===== src/rtl/sum_accum_pkg.sv =====
// Shared types and width helpers for the sum accumulator.
// st_e frame FSM states; acc_width/cnt_width size the total and counter.
package sum_accum_pkg;

  typedef enum logic [1:0] {
    IDLE,
    ACCUM,
    DONE
  } st_e;

  function automatic int acc_width(
    input int w,
    input int d
  );
    return w + 1 + $clog2(d);
  endfunction

  function automatic int cnt_width(
    input int d
  );
    return $clog2(d + 1);
  endfunction

endpackage


===== src/rtl/sum_accum_ctr.sv =====
// Sample counter for one frame of DEPTH accepted beats.
// Ports: i_clk, i_rst, inc, clr -> count, last (final beat of frame).
module sum_accum_ctr
  import sum_accum_pkg::*;
#(
  parameter  int DEPTH = 8,
  localparam int CNT_W = cnt_width(DEPTH)
) (
  input  logic             i_clk,
  input  logic             i_rst,
  input  logic             inc,
  input  logic             clr,
  output logic [CNT_W-1:0] count,
  output logic             last
);

  assign last = inc & (count == CNT_W'(DEPTH - 1));

  always_ff @(posedge i_clk or posedge i_rst) begin
    if (i_rst) begin
      count <= '0;
    end else if (clr) begin
      count <= '0;
    end else if (inc) begin
      count <= count + CNT_W'(1);
    end
  end

endmodule


===== src/rtl/sum_accum.sv =====
// Accumulates DEPTH adder sums per frame; total out via valid/ready.
// Ports: i_sum/valid/ready in, i_clear abort, o_acc/valid/ready out, o_count.
// Optional o_avg (frame mean) under macro SUM_ACC_AVG_EN.
module sum_accum
  import sum_accum_pkg::*;
#(
  parameter  int WIDTH = 4,
  parameter  int DEPTH = 8,
  localparam int ACC_W = acc_width(WIDTH, DEPTH),
  localparam int CNT_W = cnt_width(DEPTH)
) (
  input  logic             i_clk,
  input  logic             i_rst,
  input  logic [WIDTH:0]   i_sum,
  input  logic             i_sum_valid,
  output logic             o_sum_ready,
  input  logic             i_clear,
  output logic [ACC_W-1:0] o_acc,
  output logic             o_acc_valid,
  input  logic             i_acc_ready,
  output logic [CNT_W-1:0] o_count
`ifdef SUM_ACC_AVG_EN
  ,
  output logic [WIDTH:0]   o_avg
`endif
);

  st_e              state;
  logic [ACC_W-1:0] acc;
  logic             acc_valid;
  logic             in_beat;
  logic             out_beat;
  logic             last;

  if (DEPTH < 1) begin : g_bad_depth
    $error("sum_accum: DEPTH must be >= 1");
  end

  // Ready comes from state alone so it never depends on i_sum_valid.
  assign o_sum_ready = (state != DONE) & ~i_rst;
  assign in_beat     = i_sum_valid & o_sum_ready;
  assign out_beat    = acc_valid & i_acc_ready;

  sum_accum_ctr #(
    .DEPTH(DEPTH)
  ) u_ctr (
    .i_clk(i_clk),
    .i_rst(i_rst),
    .inc  (in_beat & ~i_clear),
    .clr  (i_clear | out_beat),
    .count(o_count),
    .last (last)
  );

  always_ff @(posedge i_clk or posedge i_rst) begin
    if (i_rst) begin
      state     <= IDLE;
      acc       <= '0;
      acc_valid <= 1'b0;
    end else if (i_clear) begin
      state     <= IDLE;
      acc       <= '0;
      acc_valid <= 1'b0;
    end else begin
      unique case (state)
        IDLE: begin
          if (in_beat) begin
            acc       <= ACC_W'(i_sum);
            state     <= last ? DONE : ACCUM;
            acc_valid <= last;
          end
        end
        ACCUM: begin
          if (in_beat) begin
            acc <= acc + ACC_W'(i_sum);
            if (last) begin
              state     <= DONE;
              acc_valid <= 1'b1;
            end
          end
        end
        DONE: begin
          if (i_acc_ready) begin
            acc       <= '0;
            state     <= IDLE;
            acc_valid <= 1'b0;
          end
        end
        default: begin
          state     <= IDLE;
          acc       <= '0;
          acc_valid <= 1'b0;
        end
      endcase
    end
  end

  assign o_acc       = acc;
  assign o_acc_valid = acc_valid;

`ifdef SUM_ACC_AVG_EN
  localparam int AVG_SH = $clog2(DEPTH);

  if ((DEPTH & (DEPTH - 1)) != 0) begin : g_bad_avg
    $error("sum_accum: averaging needs a power-of-two DEPTH");
  end

  // ACC_W is exactly WIDTH+1+AVG_SH, so the mean is the top slice.
  assign o_avg = acc[AVG_SH +: WIDTH + 1];
`endif

endmodule

===== config.mk =====
export PLATFORM = sky130hd
export DESIGN_NAME = sum_accum
export DESIGN_NICKNAME = d
export VERILOG_FILES = /design/src/rtl/sum_accum_pkg.sv /design/src/rtl/sum_accum_ctr.sv /design/src/rtl/sum_accum.sv
export SDC_FILE = /design/constraint.sdc
export NUM_CORES = 1
export LEC_CHECK = 0
export ABC_AREA = 1
export CAP_MARGIN = 20
export CORE_MARGIN = 5
export CORE_UTILIZATION = 48
export DETAILED_ROUTE_END_ITERATION = 16
export PLACE_DENSITY = 0.87
export SLEW_MARGIN = 30
export SYNTH_ARGS = -nofsm -noshare
export SYNTH_HDL_FRONTEND = slang
export SYNTH_HIERARCHICAL = 1
export SYNTH_SLANG_ARGS = --single-unit

===== constraint.sdc =====
create_clock -name i_clk -period 1.8 [get_ports i_clk]
set_input_delay 0.36 -clock i_clk [delete_from_list [all_inputs] [get_ports i_clk]]
set_output_delay 0.36 -clock i_clk [all_outputs]
set_load 0.02 [all_outputs]

==> results.md <==
- Status: finished, final reports clean
- Chip Height: 57.2 µm
- Final Instance Count excl. Fillers: 216
- Final cell area excluding filler cells: 1450 µm²
- Period minus WS final: 1750 ps
- Cell with the most instances after synthesis: nand2_1
- CTS buffer count: 3
- Setup violation total in the final timing report: 0
- Antenna Diode Count: 0
- Quantity of hold-fixing buffers added after cts: 0
- Total iterations of the first detailed-routing run: 4
- Transition time at the pin with the least slew margin: 394 ps
- Final HPWL DP: 2200 µm
- Largest area contributor in the synthesized netlist: dfrtp_1
- Routed length per instance: 13.1 µm
- Total power divided by cell area: 852 nW/µm²
- DRC violation count after routing: 0
- Post-CTS resize count: 2
- MaxCap Viol Count: 0
- Pin count of the biggest net entering global routing: 11
- Number of DRC markers in iteration 0: 33
- Top post-synthesis cells by count: nand2_1, inv_1, dfrtp_1
- Arrival time of data at the critical path endpoint: 1390 ps
- Post-synthesis share of cell area spent on xor and xnor gates: 0%
- Total die area: 3270 µm²
- CP Launch Type: flop
- Synth Area in Simple Gates: 39.6%
- Class of the most critical setup path: reg2out
- Buffer levels on the longest clock path: 2
- Fraction of the cycle the final worst path needs: 97.2%
- Max transition margin: 73.6%
- Vias: 1137
- Number of register bits inferred by synthesis: 14
- Combined area of all synthesized cells: 1070 µm²
- Buf+Inv Stages, Crit Path: 1
- Effective utilization at floorplan: 49.2%
- Share of synthesized area spent on multiplexers: 0%
- Syn nets: 169
- Leakage dissipation: 0.000747 µW
- Type of the most critical hold path: in2async
- Share of layout cells above drive strength 1: 18.1%
- Clock net sink count: 14
- Required time of the critical path: 1440 ps
- DR vias/cell: 5.26
- Number of pins with negative max-slew slack in the final report: 0
- Weighted congestion at the end of routability-driven global placement: 0.826
- Syn Area/Cell: 7.02 µm²
- Number of antenna violations at the first check in global routing: 0
- Total Wirelength: 2820 µm
- Count of flip-flops with a built-in enable after synthesis: 0
- Share of synthesized area occupied by flip-flops and latches: 32.8%
- Nature of the critical path endpoint: output pin
- Peak fanout along the critical path: 7
- Main combinational cell family by area after synthesis: simple AND/OR/NAND/NOR gates
- First-pass GRT wire length: 4670 µm
- Share of the synthesized area in the top cell type: 32.8%
- Synth async-reset ratio: 100%
- Primary FF master, synth: dfrtp_1
- IR drop worst, VDD: 478 µV
- GRT Util Overall: 18.1%
- Number of H-tree levels: 1
- Cell-by-cell trace of the critical path: clkdlybuf4s50_1
- Maximum clock rate: 0.572 GHz
- Number of ports placed on the die boundary: 24
- Share of the synthesized area in compound gates (AO/OA/AOI/OAI): 10.9%
- Final antenna-violating net count: 0
- Setup repair after global routing missed its margin: no
- Core Rows: 17
- Cells after Synth: 152
- Number of hold violations in the final report: 0
- Crit-path leading delay family: buffers and inverters
- Number of filler instances in the final layout: 203
- Post-route setup TNS: 0 ps
- Width of the die: 57.2 µm
- Post-place instance area: 1410 µm²
- Yosys warning total: 6
- Via count of the first global-routing pass: 1124
- Finished Core Util: 66.8%
- Layout Nets: 207
- Clock insertion delay at the later pin of the skew report: 280 ps
- Post-Synth Adder-Cell Area: 8.91%
- CTS tree: built
- Delay contributed by the slowest stage of the critical path: 650 ps
- Clock-pin slew on the worst setup and hold paths: 90 ps
- Post-layout total power: 1240 µW
- Placed Instances: 213
- Area Overhead vs Synth: 35.9%
- Number of setup buffers added after CTS: 0
- Area contributors post-synth: dfrtp_1, nand2_1, ha_1
- Count of input and output buffers: 23
- Critical-path top delay cell: clkdlybuf4s50_1
- Largest clock skew in the final design: 1.12 ps
- Clock tree root driver cell: clkbuf_4
- Overflow left after global routing: 0
- Count of cell types in the netlist: 22
- Area of the core: 2170 µm²
[path summary, 6_finish.rpt]
kind,startpoint,to,slack [ps],cells after the start
max in group asynchronous,i_rst,o_acc[0],1200,3
worst max-delay path,o_acc[5],o_acc[5],50,1
worst min register to register,o_acc[2],o_acc[2],530,2
worst min-delay path,i_rst,u_ctr/count[0],440,3
worst max register to register,o_acc[0],o_acc[4],240,9
min in group i_clk,o_acc[2],o_acc[2],530,2
[placed cells by master (no fill, tap or decap), drive strengths merged, types with 2 or more instances in the layout]
cell type	netlist	final
a21oi	6	6
a22o	2	2
buf	0	10
clkbuf	0	3
clkdlybuf4s50	0	21
dfrtp	14	14
dlygate4sd2	0	2
ha	6	6
inv	22	22
nand2	55	55
nand3	13	13
nand4	2	2
nor2	18	18
o21ai	10	10
[power by group]
| group | total [µW] | switching, µW | internal, µW |
|---|---|---|---|
| Combinational | 630 | 351 | 279 |
| Sequential | 420 | 61.1 | 359 |
| Clock | 185 | 108 | 77.8 |
[layer usage]
metal  share of wire [%]  vias up  global-route usage, %
met5                   0        -                      0
met3                 5.4        5                   2.94
met4                 1.4        0                   6.62
met2                  53       47                   34.3
li1                    -      559                      -
met1                  40      526                   20.1
[logic make-up after synthesis]
group / count (synthesis)
adder cells (fa/ha/maj): 7
AO/OA/AOI/OAI: 19
flip-flops: 14
AND/OR/NAND/NOR: 90
buffers and inverters: 22
[area by class of cell]
class,count,area [µm²],area share [%]
timing repair buffer,33,303,20.9
tap,28,35.0,2.42
inverter,22,82.6,5.69
clock buffer,3,22.5,1.55
sequential,14,350,24.2
multi-input combinational,116,657,45.3
[per-stage QoR]
step	hold slack, ps	setup slack, ps
floorplan	126	112
global placement	494	-218
detailed placement	502	-270
CTS	449	26.2
global route	466	9.33
finish	440	50.4
[sequential cells by signal, summed over array words and instances (netlist names)]
name         cells
o_acc            8
u_ctr/count      4
o_acc_valid      1
state            1
Power figures use the tool's default switching activity.
